## config.mk

```make
export PLATFORM = sky130hd
export DESIGN_NAME = poly_phase_accumulator
export DESIGN_NICKNAME = d
export VERILOG_FILES = /design/src/rtl/synth_dds_pkg.sv /design/src/rtl/dds_phase_lane.sv /design/src/rtl/poly_phase_accumulator.sv
export SDC_FILE = /design/constraint.sdc
export NUM_CORES = 1
export LEC_CHECK = 0
export BUFFER_PORTS_ARGS = -buffer_cell sky130_fd_sc_hd__buf_2
export CELL_PAD_IN_SITES_DETAIL_PLACEMENT = 0
export CELL_PAD_IN_SITES_GLOBAL_PLACEMENT = 1
export CORE_MARGIN = 2
export CORE_UTILIZATION = 42
export CTS_BUF_LIST = sky130_fd_sc_hd__clkbuf_8 sky130_fd_sc_hd__clkbuf_16
export DETAILED_ROUTE_END_ITERATION = 10
export GPL_TIMING_DRIVEN = 0
export HOLD_SLACK_MARGIN = 0.05
export PLACE_DENSITY_LB_ADDON = 0.08
export SETUP_SLACK_MARGIN = 0.3
export SLEW_MARGIN = 30
export SYNTH_ARGS = -nofsm -noshare
export SYNTH_HDL_FRONTEND = slang
export SYNTH_SLANG_ARGS = --single-unit
export TNS_END_PERCENT = 10
```

## constraint.sdc

```tcl
create_clock -name clk_10k -period 2.25 [get_ports clk_10k]
set_input_delay 0.225 -clock clk_10k [delete_from_list [all_inputs] [get_ports clk_10k]]
set_output_delay 0.225 -clock clk_10k [all_outputs]
set_load 0.005 [all_outputs]
```

## src/rtl/synth_dds_pkg.sv

```systemverilog
// Shared widths, helpers and types for the synth DDS voice path.
// Optional feature macro: PHASE_HARD_SYNC_EN (voice-0 hard sync).
package synth_dds_pkg;

    localparam int DDS_ACC_W  = 24;
    localparam int DDS_FTW_W  = 16;
    localparam int DDS_ADDR_W = 8;

    typedef logic [DDS_ACC_W-1:0] phase_t;

    function automatic int ch_w(input int n);
        return (n <= 1) ? 1 : $clog2(n);
    endfunction

endpackage

```

## src/rtl/dds_phase_lane.sv

```systemverilog
// One DDS voice: phase register, gate edge detect, wrap pulse.
// Optional feature macro: PHASE_HARD_SYNC_EN (drives sync_in).
module dds_phase_lane #(
    parameter int FTW_W = 16,
    parameter int ACC_W = 24
) (
    input  logic             clk_10k,
    input  logic             rst,
    input  logic             en,
    input  logic             gate,
    input  logic [FTW_W-1:0] ftw,
    input  logic             sync_in,
    output logic [ACC_W-1:0] acc,
    output logic             wrap,
    output logic             active,
    output logic             carry
);

    logic             gate_q;
    logic             rise;
    logic [ACC_W:0]   sum;

    always_comb begin
        rise  = gate & ~gate_q;
        sum   = {1'b0, acc} + (ACC_W+1)'(ftw);
        // Carry as it would be registered this cycle; feeds hard sync.
        carry = en & gate & ~rise & sum[ACC_W];
    end

    always_ff @(posedge clk_10k) begin
        if (rst) begin
            acc    <= '0;
            gate_q <= 1'b0;
            wrap   <= 1'b0;
        end else if (en) begin
            gate_q <= gate;
            if (rise) begin
                acc  <= '0;
                wrap <= 1'b0;
            end else if (gate && sync_in) begin
                acc  <= '0;
                wrap <= 1'b0;
            end else if (gate) begin
                acc  <= sum[ACC_W-1:0];
                wrap <= sum[ACC_W];
            end else begin
                wrap <= 1'b0;
            end
        end else begin
            wrap <= 1'b0;
        end
    end

    assign active = gate_q;

endmodule

```

## src/rtl/poly_phase_accumulator.sv

```systemverilog
// Multi-voice DDS phase accumulator with per-voice tuning words.
// Optional feature macro: PHASE_HARD_SYNC_EN adds sync_mask hard sync.
module poly_phase_accumulator
    import synth_dds_pkg::*;
#(
    parameter int NUM_CH = 4,
    parameter int FTW_W  = DDS_FTW_W,
    parameter int ACC_W  = DDS_ACC_W,
    parameter int ADDR_W = DDS_ADDR_W
) (
    input  logic                     clk_10k,
    input  logic                     rst,
    input  logic                     en,
    input  logic                     ftw_we,
    input  logic [ch_w(NUM_CH)-1:0]  ftw_sel,
    input  logic [FTW_W-1:0]         ftw_in,
    input  logic [NUM_CH-1:0]        gate,
`ifdef PHASE_HARD_SYNC_EN
    input  logic [NUM_CH-1:0]        sync_mask,
`endif
    output logic [NUM_CH*ADDR_W-1:0] address,
    output logic [NUM_CH-1:0]        wrap,
    output logic [NUM_CH-1:0]        active
);

    localparam int CH_W = ch_w(NUM_CH);

    logic [NUM_CH-1:0] lane_carry;
    logic [NUM_CH-1:0] sync_in;

`ifdef PHASE_HARD_SYNC_EN
    logic unused_mask0;
    assign unused_mask0 = sync_mask[0];

    // Voice 0 is the sync master and never resyncs itself.
    always_comb begin
        sync_in = '0;
        for (int c = 1; c < NUM_CH; c++)
            sync_in[c] = sync_mask[c] & lane_carry[0];
    end
`else
    logic unused_carry;
    assign unused_carry = ^lane_carry;
    assign sync_in      = '0;
`endif

    for (genvar c = 0; c < NUM_CH; c++) begin : g_lane
        localparam logic [CH_W-1:0] SEL = CH_W'(c);

        logic [FTW_W-1:0] ftw_q;
        logic [ACC_W-1:0] acc;

        // Unmatched select codes simply hit no voice.
        always_ff @(posedge clk_10k) begin
            if (rst)
                ftw_q <= '0;
            else if (ftw_we && ftw_sel == SEL)
                ftw_q <= ftw_in;
        end

        dds_phase_lane #(
            .FTW_W (FTW_W),
            .ACC_W (ACC_W)
        ) u_lane (
            .clk_10k (clk_10k),
            .rst     (rst),
            .en      (en),
            .gate    (gate[c]),
            .ftw     (ftw_q),
            .sync_in (sync_in[c]),
            .acc     (acc),
            .wrap    (wrap[c]),
            .active  (active[c]),
            .carry   (lane_carry[c])
        );

        assign address[c*ADDR_W +: ADDR_W] = acc[ACC_W-1 -: ADDR_W];
    end

endmodule

```

# Word-level counts from Yosys, hierarchy flattened
# Cells that the tools add are included.
word_totals:
  out_inout_bits: 40
  input_bits: 26
  regBits: 168
  wordCells: 61
classes:
  n_reduce_logical: 17
  mux: 8
  eq_ne: 3
  add_sub_neg: 4
  bitwise_logic: 13
ops:
  columns: ["operator", "n"]
  rows:
  - ["$mux W24", 8]
  - ["$add A24 B16 Y25", 4]
  - ["$reduce_or A4 Y1", 4]
  - ["$not A1 Y1", 9]
  - ["$reduce_and A2 Y1", 4]
  - ["$reduce_bool A2 Y1", 4]
  - ["$and A1 B1 Y1", 4]
  - ["$eq A2 B2 Y1 const B", 2]
  - ["$logic_and A1 B1 Y1", 4]
  - ["$eq A2 B1 Y1 const B", 1]
  - ["$logic_not A2 Y1", 1]

# Depth between registers and ports, before layout
# Gate-level depths: netlist of the first run.
logic_depth:
  ltp_word: 4
  depth_mapped: 10
  mapped_depth_nobuf: 10

# Cells and area by module
# From an unflattened synthesis of the first run, not the netlist that was laid out.
unflattened:
  hier_cells: 1152
  hier_area_um2: 9970.8
by_module_without_submodules:
  columns: ["module", "instances", "seq_area_each_um2", "area_each_um2", "cells_per_inst"]
  rows:
  - ["dds_phase_lane at g_lane[0].u_lane ...", 2, 520.5, 1913.1, 244]
  - ["dds_phase_lane at g_lane[2].u_lane ...", 2, 520.5, 1795.5, 217]
  - ["poly_phase_accumulator", 1, 1281.2, 2553.7, 230]

# Least setup slack after synthesis of the first run
# Ideal clock, no wire load.
synth_timing:
  kind: "reg-to-reg"
  start: "reg g_lane[3].ftw_q[0]"
  end: "reg g_lane[3].u_lane.acc[16]"
  slack_ns: 0.055
  setup_time_ns: 0.072
  arrival_time_ns: 2.123
  required_ns: 2.178
  stages_incl_launch_ff: 11
  period_less_slack_ns: 2.195
  n_path_buf: 0
  path_cell_list: "dfxtp_1 -> ha_1 -> inv_1 -> fa_1 -> nand2b_1 -> a211oi_1 -> o211ai_1 -> a21oi_2 -> nor2_1 -> or3_1 -> a21oi_1"
synth_between:
  elab_chain_len: 3
synth_rtl:
  columns: ["item", "line_no", "rtl"]
  rows:
  - ["start, declared", "poly_phase_accumulator.sv:50", "logic [FTW_W-1:0] ftw_q;"]
  - ["start signal, assigned", "poly_phase_accumulator.sv:58", "ftw_q <= ftw_in;"]
  - ["$add A24 B16 Y25", "dds_phase_lane.sv:25", "sum = {1'b0, acc} + (ACC_W+1)'(ftw);"]
  - ["$mux W24", "dds_phase_lane.sv:43", "end else if (gate) begin"]
  - ["$mux W24", "dds_phase_lane.sv:37", "if (rise) begin"]
  - ["end signal, assigned", "dds_phase_lane.sv:44", "acc <= sum[ACC_W-1:0];"]
  - ["end, declared", "dds_phase_lane.sv:13", "output logic [ACC_W-1:0] acc,"]
# Every way passes these cells. The select of a mux whose other input is x is not followed.
# A chain may end at the register's enable or synchronous reset.

# Worst setup path in the final report of the first run
layout_timing:
  start: "reg g_lane[2].u_lane.acc[0]"
  end: "reg g_lane[2].u_lane.acc[22]"
layout_between:
  elab_chain_len: 3
layout_rtl:
  columns: ["item", "line_no"]
  rows:
  - ["start, declared", "dds_phase_lane.sv:13"]
  - ["start signal, assigned", "dds_phase_lane.sv:44"]
  - ["$add A24 B16 Y25", "dds_phase_lane.sv:25"]
  - ["$mux W24", "dds_phase_lane.sv:43"]
  - ["$mux W24", "dds_phase_lane.sv:37"]
# Every way passes these cells. The select of a mux whose other input is x is not followed.

==> reports/results.ini, run 1 <==
[sta]
worst_pin_slew_ns = 0.949
finalSetupViolCount = 3
worst_slack_ns = -0.0214
drv_slew = 0
finalSetupTns_ns = -0.0405
rsz0062_at_grt = yes
slew_headroom_pct = 36.6
min_period_over_period_pct = 101
finalHoldViolCount = 0
skew_ns = 0.0145
fmax_mhz = 440
fin_crit_ns = 2.27

[route]
wirelength_um = 25100
via_per_inst = 5.33
drt_iter0_drc = 373
wl_per_cell_um = 16.5
first_pass_iters = 5
vias = 8088
drtAntennaViolNets = 0
drc = 0

[setup_path]
start_kind = flip-flop
arrival_ns = 2.64
setup.worst_path.end = g_lane[2].u_lane.acc[22]
cp_max_fo = 7
cp.required_ns = 2.62
timing.rr.start = g_lane[2].u_lane.acc[0]
crit_start = g_lane[2].u_lane.acc[0]
critPathKind = flip-flop to flip-flop
reg2reg_depth = 10
r2r-end = g_lane[2].u_lane.acc[22]
rrSetupSlack_ns = -0.02
endpoint_kind = flip-flop

[status]
violations = setup timing
status = finished with violations

[synthesis]
yosysSeqAreaShare_pct = 35.8
ys_types = 72
synth_edf_count = 0
synth.area.top_cells = dfxtp_1, ha_1, nand2_1
avgSynthCellArea_um2 = 8.35
synth_seq_cells = 168
synth.top_cell.area_share_pct = 35.8
synth.cell_area_mm2 = 0.00939
ys.flop_type = dfxtp_1
synthTopCellsByCount = nand2_1, dfxtp_1, a21oi_1
ys_async_sr_fraction_pct = 0
synth_area_leader_cell = dfxtp_1
synth_nets = 1218
synth_most_common_cell = nand2_1
ys_warn_count = 0
synth_cells = 1124

[grt]
grt_pass1_wl_um = 40800
grt_overflow = 0
grt_pass1_vias = 7957
grt_max_degree = 17
antenna_found_initial = 0
grtUsageTotal_pct = 21.5

[cells_and_area]
nNetsFinal = 1318
area_growth_pct = 23.2
diodes = 0
final_layout_size_suffix_gt1_share_pct = 25.2
n_fill_cell = 2109
final_cell_area_mm2 = 0.0116
multi_input_comb_area_mm2 = 0.00624
final_util_pct = 52.9
regArea_mm2 = 0.00341

[power]
power_density_mw_per_mm2 = 554
p_sw_share_pct = 26.0
p_clk_share_pct = 45.4
seqPwrFrac_pct = 47.7
leakage_nw = 4.66
p_switching_w = 0.00167
total_power_w = 0.00641
combPwrFrac_pct = 6.8
irDropWorstVdd_mv = 0.442
internal_power_w = 0.00475

[place]
globalplace.congestion = 0.790
port_buffers = 63
placed_cell_area_mm2 = 0.0101
dp_hpwl_um = 17500
place_ws_ns = -0.492

[clock_tree]
clockRootBuffer = clkbuf_16
htree_num_levels = 4
numCtsBuffers = 17
clkTransAtPathRegs_ns = 0.07
cts_tree = built
postCtsHoldBufs = 0
insertion_delay_ns = 0.44
clock_sinks = 168
clockBufferDepth = 2

[hold_path]
hp-class = input port to flip-flop

[die]
die_h_um = 154
core_area_mm2 = 0.0219
dieArea_mm2 = 0.0236
dieWidth_um = 154
ioPinCount = 66
rows = 54
initial_core_util_pct = 42.9

[job]
maxCapViolations = 0

-- critical path: stages (launching register included) --
cell and delay (ns):
dfxtp_2 0.35, ha_4 0.14, inv_2 0.03, fa_2 0.36, nor2b_4 0.15, o31ai_4 0.09
a21oi_2 0.16, a311o_2 0.25, a41oi_4 0.16, or3_4 0.41, a21oi_2 0.11
-- power by group through the flow --
| stage | Combinational, W | Sequential, W | Clock [W] |
|---|---|---|---|
| 2_1_floorplan | 0.000255 | 0.00311 | 0 |
| 3_5_place_dp | 0.000410 | 0.00312 | 0 |
| 4_1_cts | 0.000431 | 0.00306 | 0.00296 |
| 6_report | 0.000438 | 0.00306 | 0.00292 |
| 5_1_grt | 0.000487 | 0.00306 | 0.00308 |
| 3_3_place_gp | 0.000410 | 0.00312 | 0 |
-- placed cells by master (no fill, tap or decap), types with 5 or more instances in the layout --
| cell | n |
|---|---|
| a22o_1 | 30 |
| clkbuf_1 | 37 |
| a22oi_1 | 10 |
| nand3_2 | 6 |
| a21o_1 | 26 |
| buf_4 | 58 |
| dfxtp_1 | 139 |
| a21oi_1 | 122 |
| dfxtp_2 | 25 |
| and3_1 | 20 |
| nor2_1 | 60 |
| a21oi_2 | 20 |
| nand2_1 | 190 |
| ha_1 | 34 |
| o21ai_0 | 16 |
| inv_1 | 19 |
| o211ai_1 | 9 |
| and2_1 | 6 |
| xnor2_1 | 37 |
| clkbuf_16 | 17 |
| nor3_1 | 10 |
| nand3_1 | 35 |
| nor2b_1 | 5 |
| o21ai_1 | 11 |
| buf_2 | 63 |
| o21a_1 | 11 |
| nand4_1 | 9 |
| nand2b_1 | 10 |
| xor2_1 | 34 |
| or3_1 | 7 |
| ha_4 | 28 |
-- per-stage QoR --
stage	hold slack (ns)	std cells
2_1_floorplan	0.353	1124
3_3_place_gp	0.442	1467
3_5_place_dp	0.451	1467
4_1_cts	0.0792	1510
5_1_grt	0.0767	1517
6_report	0.0901	1517
-- per-layer routing --
metal	global-route usage, %	wire, µm
met1	29.2	12500
met2	34.9	11300
met3	4.23	803
met4	5.85	493
met5	0	0
-- registers in the layout, summed over array words and instances, names as in the netlist --
signal,count
g_lane.u_lane.acc,96
g_lane.ftw_q,64
g_lane.u_lane.wrap,4
g_lane.u_lane.active,4
-- layout make-up --
| cell class | count | share of cell area (%) |
|---|---|---|
| Multi-Input combinational cell | 852 | 53.9 |
| Sequential cell | 168 | 29.5 |
| Buffer | 80 | 3.95 |
| Timing Repair Buffer | 81 | 3.93 |
| Clock buffer | 19 | 3.91 |
| Tap cell | 280 | 3.03 |
| Clock inverter | 13 | 1.03 |
| Inverter | 24 | 0.789 |
-- timing repair --
item,CTS,global route
resized for setup,114,50
buffers inserted,10,7
pin swaps,82,66
setup endpoints to repair,73,72
cloned,1,0
-- worst min-delay path by stage --
stage	from	end	slack, ns	cells past startpoint
floorplan	ftw_in[0]	g_lane[2].ftw_q[0]	0.35	2
global placement	g_lane[1].u_lane.acc[0]	g_lane[1].u_lane.acc[0]	0.44	2
detailed placement	g_lane[2].u_lane.acc[15]	g_lane[2].u_lane.acc[15]	0.45	2
CTS	ftw_in[0]	g_lane[2].ftw_q[0]	0.08	3
global route	ftw_in[0]	g_lane[3].ftw_q[0]	0.08	3
finish	ftw_in[0]	g_lane[2].ftw_q[0]	0.09	3
-- kinds of logic after synthesis --
logic type	count (synthesis)	synth area share (%)
AND/OR/NAND/NOR	392	19.1
AO/OA/AOI/OAI	320	23.1
flip-flops	168	35.8
buffers and inverters	104	5.80
XOR/XNOR	71	6.62
adder cells (fa/ha/maj)	68	9.38
multiplexers	1	0.107
Power figures use the tool's default switching activity.
==> inputs of run 2 (changes only) <==
--- a/config.mk
+++ b/config.mk
@@ -12,8 +12,6 @@
 export CORE_UTILIZATION = 42
 export CTS_BUF_LIST = sky130_fd_sc_hd__clkbuf_8 sky130_fd_sc_hd__clkbuf_16
 export DETAILED_ROUTE_END_ITERATION = 10
-export GPL_TIMING_DRIVEN = 0
-export HOLD_SLACK_MARGIN = 0.05
 export PLACE_DENSITY_LB_ADDON = 0.08
 export SETUP_SLACK_MARGIN = 0.3
 export SLEW_MARGIN = 30
==> run 2 against run 1 <==
Maximum frequency up 2.9%. Highest routed layer unchanged. The run now ends clean. Die area stayed put. Combinational power barely moved. Non-clock buffer count decreased by 28. Sequential power about the same. Critical path type unchanged. Via count shrank 1.3%. Sequential share of layout area grew 0.36 points. Largest cell class unchanged.
==> reports/results.ini, run 2 (synthesis gave the netlist of run 1 again) <==
[die]
ioPinCount = 66  ; unchanged
dieWidth_um = 154  ; unchanged
rows = 54  ; unchanged
die_h_um = 154  ; unchanged
core_area_mm2 = 0.0219  ; unchanged
dieArea_mm2 = 0.0236  ; unchanged
initial_core_util_pct = 42.9  ; unchanged

[setup_path]
cp_max_fo = 3  ; -4
critPathKind = flip-flop to flip-flop
rrSetupSlack_ns = 0.04  ; +0.06 ns
cp.required_ns = 2.62  ; about the same
crit_start = g_lane[3].ftw_q[0]
start_kind = flip-flop
endpoint_kind = flip-flop
r2r-end = g_lane[3].u_lane.acc[16]
arrival_ns = 2.57  ; -0.07 ns
reg2reg_depth = 10  ; unchanged
setup.worst_path.end = g_lane[3].u_lane.acc[16]
timing.rr.start = g_lane[3].ftw_q[0]

[place]
place_ws_ns = -0.0247  ; +0.467 ns
dp_hpwl_um = 17100  ; -2.4%
placed_cell_area_mm2 = 0.0101  ; +0.19%
port_buffers = 65  ; +3.2%
globalplace.congestion = 0.820  ; +3.8%

[status]
status = finished clean

[clock_tree]
htree_num_levels = 4  ; unchanged
cts_tree = built
insertion_delay_ns = 0.43  ; about the same
clockRootBuffer = clkbuf_16
clockBufferDepth = 2  ; unchanged
postCtsHoldBufs = 0  ; unchanged
clock_sinks = 168  ; unchanged
numCtsBuffers = 17  ; unchanged
clkTransAtPathRegs_ns = 0.07  ; about the same

[cells_and_area]
area_growth_pct = 21.2
final_cell_mix = nand2_1, dfxtp_1, a21oi_1
regMostFlops = g_lane.u_lane.acc
largest_register_ffs = 96  ; unchanged
top_regs = g_lane.u_lane.acc (96), g_lane.ftw_q (64)
final_common_cell = nand2_1
final_layout_size_suffix_gt1_share_pct = 24.5  ; -0.74 points
final_cell_area_mm2 = 0.0114  ; -1.7%
final_util_pct = 52.0  ; -0.89 points
diodes = 0  ; unchanged
n_fill_cell = 2152  ; +2.0%
nNetsFinal = 1290  ; -2.1%

[sta]
min_period_over_period_pct = 98.1  ; -2.9 points
finalSetupViolCount = 0  ; -3
rsz0062_at_grt = yes
drv_slew = 0  ; unchanged
skew_ns = 0.0117  ; -0.00277 ns
slew_headroom_pct = 51.8  ; +15 points
worst_slack_ns = 0.0436  ; +0.0649 ns
finalHoldViolCount = 0  ; unchanged
fin_crit_ns = 2.21  ; -0.0649 ns
worst_pin_slew_ns = 0.721  ; -0.228 ns
fmax_mhz = 453  ; +2.9%

[route]
first_pass_iters = 5  ; unchanged
drtAntennaViolNets = 0  ; unchanged
wl_per_cell_um = 16.4  ; -0.72%
drt_iter0_drc = 423  ; +13%
vias = 7986  ; -1.3%
wirelength_um = 24400  ; -2.6%
via_per_inst = 5.36  ; +0.60%
drc = 0  ; unchanged

[job]
maxCapViolations = 0  ; unchanged

[grt]
grt_pass1_vias = 7720  ; -3.0%
grtUsageTotal_pct = 20.3  ; -1.1 points
antenna_found_initial = 0  ; unchanged
grt_pass1_wl_um = 39200  ; -4.0%
grt_overflow = 0  ; unchanged
grt_max_degree = 75  ; +58

[power]
power_density_mw_per_mm2 = 595  ; +7.4%
irDropWorstVdd_mv = 0.374  ; -15%
leakage_nw = 4.76  ; +2.1%

[hold_path]
hp-class = input port to flip-flop

[run 2: changes by cell type in the layout (fill, tap and decap cells not counted), sizes merged]
| cell | delta |
|---|---|
| clkbuf | -41 |
| buf | +11 |
| bufinv | +4 |
| clkinv | -2 |
| clkinvlp | -1 |
| inv | +1 |
[run 2: what timing repair did]
action | 4_1_cts | 5_1_grt
setup buffers | 3 | 6
resized for setup | 22 | 104
pin swaps | 7 | 65
setup endpoints to repair | 69 | 77
[run 2: worst min path at each step]
| stage | from | to | slack (ns) | cells after the start |
|---|---|---|---|---|
| 2_1_floorplan | ftw_in[0] | g_lane[2].ftw_q[0] | 0.35 | 2 |
| 3_3_place_gp | g_lane[3].u_lane.acc[0] | g_lane[3].u_lane.acc[0] | 0.44 | 2 |
| 3_5_place_dp | g_lane[3].u_lane.acc[3] | g_lane[3].u_lane.acc[3] | 0.45 | 2 |
| 4_1_cts | ftw_in[0] | g_lane[2].ftw_q[0] | 0.08 | 3 |
| 5_1_grt | ftw_in[5] | g_lane[3].ftw_q[5] | 0.09 | 3 |
| 6_report | ftw_in[0] | g_lane[2].ftw_q[0] | 0.10 | 3 |
[run 2: worst max-delay path, cell delays in order, from the launching register on]
cell and delay (ns):
dfxtp_2 0.35, ha_4 0.14, inv_2 0.03, fa_2 0.33, nand2b_4 0.15, a211oi_2 0.23
o211ai_1 0.16, a21oi_2 0.20, nor2_2 0.06, or3_4 0.37, a21oi_2 0.12
[run 2: per-layer routing]
metal	vias up	GRT usage [%]	part of all wire (%)
met5	-	0	0
met4	0	4.11	0.80
met3	12	4.11	3.2
met2	104	33.9	47
met1	3787	27.4	49
li1	4083	-	-
[run 2: area by class of cell]
class                           count  area [µm²]  share of cell area, %
Multi-Input combinational cell    852        6020                   52.9
Sequential cell                   168        3390                   29.8
Timing Repair Buffer              133         870                   7.64
Clock buffer                       17         425                   3.74
Tap cell                          280         350                   3.08
Clock inverter                     15         225                   1.98
Inverter                           24        90.1                  0.792
[run 2: report_power, final]
group	total, W	internal [W]	switching [W]
Clock	0.00327	0.00198	0.00129
Combinational	0.000438	0.000153	0.000285
Sequential	0.00306	0.00302	0.0000427
[run 2: per-stage QoR]
| stage | std cells | hold WS, ns | setup TNS (ns) | total power (W) |
|---|---|---|---|---|
| 2_1_floorplan | 1124 | 0.353 | 0 | 0.00336 |
| 3_5_place_dp | 1448 | 0.450 | -0.0706 | 0.00354 |
| 6_report | 1489 | 0.101 | 0 | 0.00677 |
| 4_1_cts | 1483 | 0.0850 | 0 | 0.00684 |
| 3_3_place_gp | 1448 | 0.443 | -0.0376 | 0.00355 |
| 5_1_grt | 1489 | 0.0934 | -0.652 | 0.00702 |
